File: src/rtl/cmd_frame_rx.sv
// cmd_frame_rx: assembles a SYNC-framed 8-word command block from a byte stream and strobes RCV.
// Define CMD_FRAME_RX_CHECKSUM_EN to append and verify a trailing XOR checksum byte.
module cmd_frame_rx #(
    parameter logic [7:0]  SYNC_BYTE = 8'hA5,
    parameter logic [15:0] TIMEOUT   = 16'd5000,
    parameter int          RCV_LEN   = 8,
    parameter int          RCV_GAP   = 4
) (
    input  logic        clk,
    input  logic        rst,
    input  logic [7:0]  rx_data,
    input  logic        rx_valid,
    output logic [31:0] CMND,
    output logic [31:0] TNO,
    output logic [31:0] TNC,
    output logic [31:0] TOBM,
    output logic [31:0] TNI,
    output logic [31:0] TKI,
    output logic [31:0] TNP,
    output logic [31:0] TKP,
    output logic        RCV,
    output logic        frame_err,
    output logic        overrun
);

    localparam int CMAX = (RCV_LEN > RCV_GAP) ? RCV_LEN : RCV_GAP;
    localparam int CW   = $clog2(CMAX + 1);

`ifdef CMD_FRAME_RX_CHECKSUM_EN
    typedef enum logic [1:0] {S_IDLE, S_PAYLOAD, S_CSUM} rx_state_t;
`else
    typedef enum logic [1:0] {S_IDLE, S_PAYLOAD} rx_state_t;
`endif
    typedef enum logic [1:0] {R_QUIET, R_HIGH, R_GAP} rcv_state_t;

    rx_state_t         state;
    logic [4:0]        byte_cnt;
    logic [15:0]       idle_cnt;
    logic [7:0][31:0]  shadow;
    logic              acc;
`ifdef CMD_FRAME_RX_CHECKSUM_EN
    logic [7:0]        csum;
    logic              csum_bad;
`endif

    rcv_state_t        rstate;
    logic [CW-1:0]     rcv_cnt;
    logic [7:0][31:0]  pend;
    logic              pend_vld;
    logic [7:0][31:0]  words;
    logic              free;

    // Receive FSM: acc / csum_bad are staged one clock so the outputs react at N+1.
    always_ff @(posedge clk) begin
        if (rst) begin
            state     <= S_IDLE;
            byte_cnt  <= '0;
            idle_cnt  <= '0;
            shadow    <= '1;
            acc       <= 1'b0;
            frame_err <= 1'b0;
`ifdef CMD_FRAME_RX_CHECKSUM_EN
            csum      <= '0;
            csum_bad  <= 1'b0;
`endif
        end else begin
            acc <= 1'b0;
`ifdef CMD_FRAME_RX_CHECKSUM_EN
            csum_bad  <= 1'b0;
            frame_err <= csum_bad;
`else
            frame_err <= 1'b0;
`endif
            if (state != S_IDLE && !rx_valid) begin
                if (idle_cnt == TIMEOUT) begin
                    state     <= S_IDLE;
                    idle_cnt  <= '0;
                    frame_err <= 1'b1;
                end else begin
                    idle_cnt <= idle_cnt + 16'd1;
                end
            end
            if (rx_valid) begin
                case (state)
                    S_IDLE: begin
                        if (rx_data == SYNC_BYTE) begin
                            state    <= S_PAYLOAD;
                            byte_cnt <= '0;
                            idle_cnt <= '0;
`ifdef CMD_FRAME_RX_CHECKSUM_EN
                            csum     <= '0;
`endif
                        end
                    end
                    S_PAYLOAD: begin
                        shadow[byte_cnt[4:2]] <= {shadow[byte_cnt[4:2]][23:0], rx_data};
                        byte_cnt <= byte_cnt + 5'd1;
                        idle_cnt <= '0;
`ifdef CMD_FRAME_RX_CHECKSUM_EN
                        csum     <= csum ^ rx_data;
                        if (byte_cnt == 5'd31) state <= S_CSUM;
`else
                        if (byte_cnt == 5'd31) begin
                            state <= S_IDLE;
                            acc   <= 1'b1;
                        end
`endif
                    end
`ifdef CMD_FRAME_RX_CHECKSUM_EN
                    S_CSUM: begin
                        state    <= S_IDLE;
                        idle_cnt <= '0;
                        if (rx_data == csum) acc <= 1'b1;
                        else                 csum_bad <= 1'b1;
                    end
`endif
                    default: state <= S_IDLE;
                endcase
            end
        end
    end

    // The engine can take a frame when quiet or on the last GAP clock.
    assign free = (rstate == R_QUIET) || (rstate == R_GAP && rcv_cnt == '0);

    always_ff @(posedge clk) begin
        if (rst) begin
            rstate   <= R_QUIET;
            rcv_cnt  <= '0;
            RCV      <= 1'b0;
            overrun  <= 1'b0;
            pend     <= '1;
            pend_vld <= 1'b0;
            words    <= '1;
        end else begin
            overrun <= 1'b0;
            if (free && (acc || pend_vld)) begin
                // Older pending frame goes out first; a simultaneous accept takes its place.
                words    <= pend_vld ? pend : shadow;
                RCV      <= 1'b1;
                rstate   <= R_HIGH;
                rcv_cnt  <= CW'(RCV_LEN - 1);
                if (acc && pend_vld) pend <= shadow;
                pend_vld <= acc && pend_vld;
            end else begin
                if (acc) begin
                    pend     <= shadow;
                    pend_vld <= 1'b1;
                    overrun  <= pend_vld;
                end
                case (rstate)
                    R_HIGH: begin
                        if (rcv_cnt == '0) begin
                            RCV     <= 1'b0;
                            rstate  <= R_GAP;
                            rcv_cnt <= CW'(RCV_GAP - 1);
                        end else begin
                            rcv_cnt <= rcv_cnt - 1'b1;
                        end
                    end
                    R_GAP: begin
                        if (rcv_cnt == '0) rstate <= R_QUIET;
                        else               rcv_cnt <= rcv_cnt - 1'b1;
                    end
                    default: ;
                endcase
            end
        end
    end

    assign CMND = words[0];
    assign TNO  = words[1];
    assign TNC  = words[2];
    assign TOBM = words[3];
    assign TNI  = words[4];
    assign TKI  = words[5];
    assign TNP  = words[6];
    assign TKP  = words[7];

endmodule
File: config.mk
export PLATFORM = sky130hd
export DESIGN_NAME = cmd_frame_rx
export DESIGN_NICKNAME = d
export VERILOG_FILES = /design/src/rtl/cmd_frame_rx.sv
export SDC_FILE = /design/constraint.sdc
export NUM_CORES = 1
export LEC_CHECK = 0
export CAP_MARGIN = 30
export CORE_ASPECT_RATIO = 1.75
export CORE_MARGIN = 5
export CORE_UTILIZATION = 60
export CTS_BUF_LIST = sky130_fd_sc_hd__clkbuf_4
export CTS_CLUSTER_SIZE = 20
export DETAILED_ROUTE_END_ITERATION = 12
export HOLD_SLACK_MARGIN = 0.12
export PLACE_DENSITY_LB_ADDON = 0.08
export SYNTH_ARGS = -nofsm -noshare
export SYNTH_HDL_FRONTEND = slang
export SYNTH_SLANG_ARGS = --single-unit
export TNS_END_PERCENT = 5
File: constraint.sdc
create_clock -name clk -period 3.5 [get_ports clk]
set_clock_uncertainty 0.1 [all_clocks]
set_input_delay 0.7 -clock clk [delete_from_list [all_inputs] [get_ports clk]]
set_output_delay 0.7 -clock clk [all_outputs]
set_load 0.02 [all_outputs]
==> reports/qor.json, run 1 <==
{
  "cts": {
    "maximum_buffer_depth_of_the_clock_tree": 3,
    "post-cts-setup-buffers": 0,
    "clock_tree.root_cell": "clkbuf_4",
    "postCtsResizedCells": 0,
    "clock_tree_from_tritoncts": "done",
    "clkSinkCount": 802,
    "insertion_delay_ns": 0.96,
    "number_of_levels_in_the_clock_h_tree": 4,
    "cts_hold_repair.buffers": 1,
    "numCtsBuffers": 177,
    "cts.reportedPaths.clkPinSlew_ns": 0.07
  },
  "pwr": {
    "clock_share_of_power_pct": 43.7,
    "switching_share_pct": 23.53,
    "power_switching_mw": 3.999,
    "power_leakage_nw": 16.55,
    "worst_ir_drop_on_vdd_v": 0.0002777,
    "power.combinational.fraction_pct": 2.6,
    "power_frac_seq_pct": 53.7,
    "power_report.internal_total_mw": 13.00,
    "power.density_nw_per_um2": 457.0
  },
  "die": {
    "die_w_um": 183.9,
    "chip_height_um": 314.4,
    "design.core.area_um2": 52500,
    "die_area_um2": 57830,
    "rows": 111,
    "start_util_pct": 60.52,
    "io_pins": 270
  },
  "min_path": {
    "worstHoldStart": "pend[91]",
    "holdCritPathClass": "flop to flop",
    "hold-path-cell-count": 1,
    "whs_endpoint": "pend[91]"
  },
  "global_route": {
    "first_pass_grt_wire_length_um": 151100,
    "grt_util_all_layers_pct": 32.87,
    "grt_antenna_before_repair": 6,
    "vias_in_the_first_global_route": 26520,
    "gr-usage-met1_pct": 37.09,
    "groute.layer.met2.usage_pct": 55.55,
    "gr-usage-met3_pct": 5.457,
    "grt_max_degree": 256,
    "globalRouteOverflowTotal": 0,
    "gr-max-usage-layer": "met2"
  },
  "route": {
    "antenna_violating_nets_post_route": 0,
    "drtPass1Iterations": 6,
    "routed-via-count": 27350,
    "first_iter_violations": 2436,
    "remaining_routing_drc_violations": 0,
    "post_drt_via_cell_ratio": 6.228,
    "post_drt_wl_per_cell_um": 22.39,
    "routed_wirelength_um": 98320
  },
  "yosys": {
    "ys_top_cells_by_area": "dfxtp_1, mux2i_1, o211ai_1",
    "synth_edf_count": 0,
    "synthesis.area_um2": 31770,
    "async_reset_ff_share_pct": 0,
    "synth-warning-count": 0,
    "number_of_flip_flops_and_latches_in_the_synthesized_netlist": 802,
    "synth-seq-area-share_pct": 50.54,
    "cells_after_synth": 3390,
    "synth_top_cell_by_area": "dfxtp_1",
    "post_synth.cell_area_avg_um2": 9.372,
    "netlist.area_leader.share_pct": 50.54,
    "synth.lib_cells_used.distinct": 59,
    "synthesized_net_count": 3410,
    "synth-main-ff-cell": "dfxtp_1"
  },
  "sta": {
    "post-route-period-util_pct": 83.58,
    "slew-limit-headroom_pct": 27.94,
    "finalHoldViolCount": 0,
    "tns_ns": 0,
    "final.setup.worst_slack_ns": 0.5747,
    "final-max-slew-violation-count": 0,
    "fin_crit_ns": 2.925,
    "setup-violations-final": 0,
    "pin_slew_with_the_least_headroom_to_its_limit_ns": 1.081,
    "maxClockFrequency_ghz": 0.3418,
    "setup_repair_after_global_routing_missed_its_margin": "false"
  },
  "critical_path": {
    "path_delay_family": "buffers and inverters",
    "timing.critical_path.arrival_ns": 2.13,
    "crit_path_end_kind": "output pin",
    "worstPathBufferInverterCount": 1,
    "worst_setup_path_start_kind": "flop",
    "r2r.worst_path.cells": 7,
    "timing.setup.critical_path_class": "flop to output pin",
    "regToRegEndpoint": "pend[121]",
    "crit_start": "TKP[5]",
    "cp_slowest_stage_delay_ns": 0.67,
    "crit_slowest_cell": "clkdlybuf4s50_1",
    "worstPathCellList": "clkdlybuf4s50_1",
    "worstPathRequired_ns": 2.70,
    "r2r_start": "rstate[0]",
    "r2r_slack_ns": 0.75,
    "worstPathMaxFanout": 2
  },
  "layout": {
    "syn2layout_area_growth_pct": 17.06,
    "layout.cells.most_common_list": "dfxtp_1, nand2_1, o211ai_1, mux2i_1, clkbuf_4",
    "fillCellCount": 4102,
    "final_net_count": 3583,
    "mostFrequentLayoutCell": "dfxtp_1",
    "drive_gt1_share_pct": 10.93,
    "total_non_filler_cell_area_in_the_finished_layout_um2": 37190
  },
  "placed_design": {
    "pre_cts_ws_ns": 0.3960,
    "io_buffer_count": 269,
    "gpl.final_weighted_congestion": 0.9248,
    "placedInstanceArea_um2": 34810,
    "dp_hpwl_um": 64270
  },
  "status": {
    "outcome": "finished, final reports clean"
  },
  "flow_run": {
    "max_capacitance_violation_count": 0
  }
}
## worst max-delay path by stage
stage	endpoint	slack [ns]	cells past startpoint
6_report	TKP[5]	0.57	1
2_1_floorplan	shadow[134]	1.22	6
5_1_grt	TKP[5]	0.54	1
3_5_place_dp	idle_cnt[12]	0.40	5
3_3_place_gp	shadow[125]	0.45	5
4_1_cts	TKP[5]	0.50	1
## synth_stat cells (9+ instances only)
| master | n |
|---|---|
| and3_1 | 256 |
| a211o_1 | 256 |
| a21oi_1 | 41 |
| a22oi_1 | 10 |
| mux2_2 | 11 |
| nor2_1 | 47 |
| ha_1 | 9 |
| o211ai_1 | 329 |
| buf_1 | 16 |
| nor3_1 | 16 |
| o21ai_0 | 36 |
| dfxtp_1 | 802 |
| nand3_1 | 162 |
| inv_1 | 18 |
| clkbuf_1 | 317 |
| nand4_1 | 24 |
| mux2i_1 | 282 |
| nand2_1 | 639 |
| buf_2 | 9 |
| nor4_1 | 19 |
## metrics by stage
step	cells	hold slack (ns)	total power [mW]	util, %
floorplan	3390	0.3351	9.621	-
global placement	4061	0.3415	9.766	66.32
detailed placement	4061	0.3491	9.775	66.32
CTS	4383	0.3653	17.10	70.81
global route	4390	0.3741	17.62	70.84
finish	4391	0.3615	17.00	70.84
## logic make-up (layout without fill, tap and decap cells)
family | after synthesis | in the layout | share of synthesized area [%]
other | 0 | 8 | 0
DFF | 802 | 802 | 50.54
xor gates and xnor gates | 11 | 11 | 0.3033
AOI/OAI and AO/OA | 705 | 705 | 17.16
buffers and inverters | 363 | 678 | 4.348
adders and majority gates | 9 | 9 | 0.3544
muxes | 296 | 296 | 9.487
and+or+nand+nor | 1204 | 1204 | 17.81
## cell type report
type | instances | area [um^2] | share of cell area (%)
timing repair buffer | 337 | 3411 | 9.171
clock buffer | 281 | 2110 | 5.672
clock inverter | 40 | 237.7 | 0.6392
sequential | 802 | 16070 | 43.21
tap | 678 | 848.3 | 2.281
multi-input combinational | 2225 | 14410 | 38.76
antenna | 8 | 20.02 | 0.05383
inverter | 20 | 82.58 | 0.2220
## power groups by stage
stage          logic (mW)  registers (mW)  clock network [mW]
2_1_floorplan       0.281            9.34                   0
3_3_place_gp        0.427            9.34                   0
3_5_place_dp        0.436            9.34                   0
4_1_cts             0.437            9.13                7.54
5_1_grt             0.472            9.12                8.03
6_report            0.449            9.13                7.42
## flip-flops by register name, indices dropped and copies added, names as in the netlist, 16 cells and up
register	cells
TKI	32
TKP	32
TNO	32
CMND	32
TNI	32
TOBM	32
shadow	256
idle_cnt	16
TNC	32
pend	256
TNP	32
## worst reg2reg max path, stage by stage (launching register included)
cell,delay (ns)
dfxtp_1,0.36
inv_1,0.08
ha_1,0.24
and4bb_1,0.32
o21bai_4,0.25
buf_12,0.68
and3_1,0.53
a211o_1,0.11
## layer usage
metal / share of wire, % / vias to the layer above
met2: 50 / 1182
met5: 0 / -
li1: - / 12690
met3: 5.9 / 336
met1: 36 / 13140
met4: 8.2 / 0
Note: power is estimated with default switching activity, not from simulation.
==> run 2: changes to the inputs <==
--- a/config.mk
+++ b/config.mk
@@ -8,7 +8,7 @@
 export CAP_MARGIN = 30
 export CORE_ASPECT_RATIO = 1.75
 export CORE_MARGIN = 5
-export CORE_UTILIZATION = 60
+export CORE_UTILIZATION = 54
 export CTS_BUF_LIST = sky130_fd_sc_hd__clkbuf_4
 export CTS_CLUSTER_SIZE = 20
 export DETAILED_ROUTE_END_ITERATION = 12
==> constraint.sdc (replaced) <==
create_clock -name clk -period 2.45 [get_ports clk]
set_clock_uncertainty 0.1 [all_clocks]
set_input_delay 0.49 -clock clk [delete_from_list [all_inputs] [get_ports clk]]
set_output_delay 0.49 -clock clk [all_outputs]
set_load 0.02 [all_outputs]
==> reports/qor.json, run 2 (synthesis gave the netlist of run 1 again) <==
{
  "status": {
    "outcome": "finished, final reports clean"
  },
  "sta": {
    "maxClockFrequency_ghz": 0.4136,
    "final.setup.worst_slack_ns": 0.03191,
    "final-max-slew-violation-count": 0,
    "finalHoldViolCount": 0,
    "setup-violations-final": 0,
    "fin_crit_ns": 2.418,
    "setup_repair_after_global_routing_missed_its_margin": "true",
    "final.hold.worst_slack_ns": 0.2810,
    "pin_slew_with_the_least_headroom_to_its_limit_ns": 0.9571,
    "slew-limit-headroom_pct": 36.19,
    "post-route-period-util_pct": 98.70
  },
  "global_route": {
    "gr-max-usage-layer": "met2",
    "gr-usage-met3_pct": 5.566,
    "grt_util_all_layers_pct": 30.60,
    "globalRouteOverflowTotal": 0,
    "gr-usage-met1_pct": 32.36,
    "vias_in_the_first_global_route": 27210,
    "groute.layer.met2.usage_pct": 54.52,
    "grt_antenna_before_repair": 2,
    "first_pass_grt_wire_length_um": 156400,
    "grt_max_degree": 152
  },
  "layout": {
    "final_net_count": 3667,
    "mostFrequentLayoutCell": "dfxtp_1",
    "fillCellCount": 5107,
    "multi_input_area_um2": 14430,
    "layout.cells.most_common_list": "dfxtp_1, nand2_1, o211ai_1, mux2i_1, clkbuf_4",
    "drive_gt1_share_pct": 12.81,
    "final_core_utilization_pct": 65.07,
    "syn2layout_area_growth_pct": 19.33,
    "ff_latch_area_um2": 16070,
    "layout_top_registers": "pend x256, shadow x256",
    "total_non_filler_cell_area_in_the_finished_layout_um2": 37910
  },
  "route": {
    "remaining_routing_drc_violations": 0,
    "first_iter_violations": 1821,
    "post_drt_wl_per_cell_um": 22.26,
    "routed-via-count": 27410,
    "post_drt_via_cell_ratio": 6.009,
    "routed_wirelength_um": 101500,
    "antenna_violating_nets_post_route": 0,
    "drtPass1Iterations": 8
  },
  "die": {
    "die_w_um": 193.4,
    "io_pins": 270,
    "design.core.area_um2": 58260,
    "chip_height_um": 330.9,
    "die_area_um2": 63980,
    "start_util_pct": 54.53,
    "rows": 117
  },
  "critical_path": {
    "crit_start": "rcv_cnt[0]",
    "path_delay_family": "compound AO/OA/AOI/OAI gates",
    "cp_slowest_stage_delay_ns": 0.39,
    "r2r_start": "rcv_cnt[0]",
    "worstPathCellList": "inv_1 -> ha_1 -> and4bb_1 -> o21bai_4 -> nand2_4 -> buf_12 -> a211o_1",
    "worstPathRequired_ns": 3.15,
    "crit_path_end_kind": "flop",
    "timing.setup.critical_path_class": "flop to flop",
    "crit_cells": 7,
    "worst_setup_path_start_kind": "flop",
    "timing.critical_path.arrival_ns": 3.12,
    "r2r_slack_ns": 0.03,
    "worstPathBufferInverterCount": 2,
    "r2r.worst_path.cells": 7,
    "worstPathMaxFanout": 105,
    "cp-endpoint": "pend[147]",
    "crit_slowest_cell": "a211o_1",
    "regToRegEndpoint": "pend[147]"
  },
  "flow_run": {
    "max_capacitance_violation_count": 0
  },
  "cts": {
    "numCtsBuffers": 183,
    "number_of_levels_in_the_clock_h_tree": 4,
    "clock_tree.root_cell": "clkbuf_4",
    "maximum_buffer_depth_of_the_clock_tree": 3,
    "post-cts-setup-buffers": 0,
    "cts.reportedPaths.clkPinSlew_ns": 0.07,
    "clkSinkCount": 802,
    "insertion_delay_ns": 0.95,
    "clock_tree_from_tritoncts": "done"
  },
  "pwr": {
    "power_report.internal_total_mw": 18.60,
    "design_power_total_mw": 24.26,
    "worst_ir_drop_on_vdd_v": 0.0004641,
    "power_frac_seq_pct": 53.8,
    "power.density_nw_per_um2": 639.8,
    "power_switching_mw": 5.652,
    "power_leakage_nw": 16.55,
    "clock_share_of_power_pct": 43.4,
    "power.combinational.fraction_pct": 2.8,
    "switching_share_pct": 23.30
  },
  "min_path": {
    "holdCritPathClass": "primary input to flop"
  },
  "placed_design": {
    "pre_cts_ws_ns": -0.07213,
    "io_buffer_count": 269,
    "dp_hpwl_um": 68350,
    "placedInstanceArea_um2": 35840,
    "gpl.final_weighted_congestion": 0.8755
  }
}
==> run 2: how the worst min path moves through the flow <==
stage | start | end | slack (ns) | depth (start not counted)
3_3_place_gp | pend[132] | pend[132] | 0.34 | 1
3_5_place_dp | pend[201] | pend[201] | 0.35 | 1
5_1_grt | rx_data[7] | shadow[39] | 0.25 | 4
6_report | rx_data[7] | shadow[7] | 0.28 | 4
2_1_floorplan | pend[0] | pend[0] | 0.34 | 1
4_1_cts | rx_data[7] | shadow[231] | 0.18 | 4
==> run 2: final cells by class <==
| class | instances | area share, % |
|---|---|---|
| clock buffers | 282 | 5.584 |
| inverters | 20 | 0.2178 |
| clock inverters | 42 | 0.5710 |
| flip-flops and latches | 802 | 42.39 |
| diodes | 2 | 0.01320 |
| repair buffers | 415 | 10.62 |
| multi-input cells | 2225 | 38.05 |
| well taps | 773 | 2.551 |
==> run 2: timing repair <==
action	4_1_cts	5_1_grt
gates resized for setup	263	2
setup endpoints to repair	260	118
hold buffers	1	0
pin swaps	0	1
endpoints found under the hold margin	339	0
cloned	0	1
==> run 2: per-layer routing <==
| layer | up-vias | share of wire, % |
|---|---|---|
| li1 | 12830 | - |
| met1 | 13260 | 36 |
| met2 | 1001 | 51 |
| met3 | 315 | 5.0 |
| met4 | 0 | 8.2 |
| met5 | - | 0 |
==> run 2: power groups by stage <==
stage	Clock (mW)	Combinational, mW	Sequential (mW)
after floorplan	0	0.402	13.3
after global placement	0	0.647	13.3
after detailed placement	0	0.660	13.3
after CTS	10.8	0.663	13.0
after global routing	11.5	0.712	13.0
final	10.5	0.676	13.0
==> run 2: per-stage QoR <==
stage           TNS, ns  instances
2_1_floorplan         0       3390
3_5_place_dp    -0.8628       4233
5_1_grt        -0.02621       4560
4_1_cts               0       4558
3_3_place_gp     -1.033       4233
6_report              0       4561
==> run 2: tightest hold or removal path: stages <==
cell and delay (ns):
clkdlybuf4s50_1 0.42, buf_4 0.22, nand2_1 0.08, nand3_1 0.06
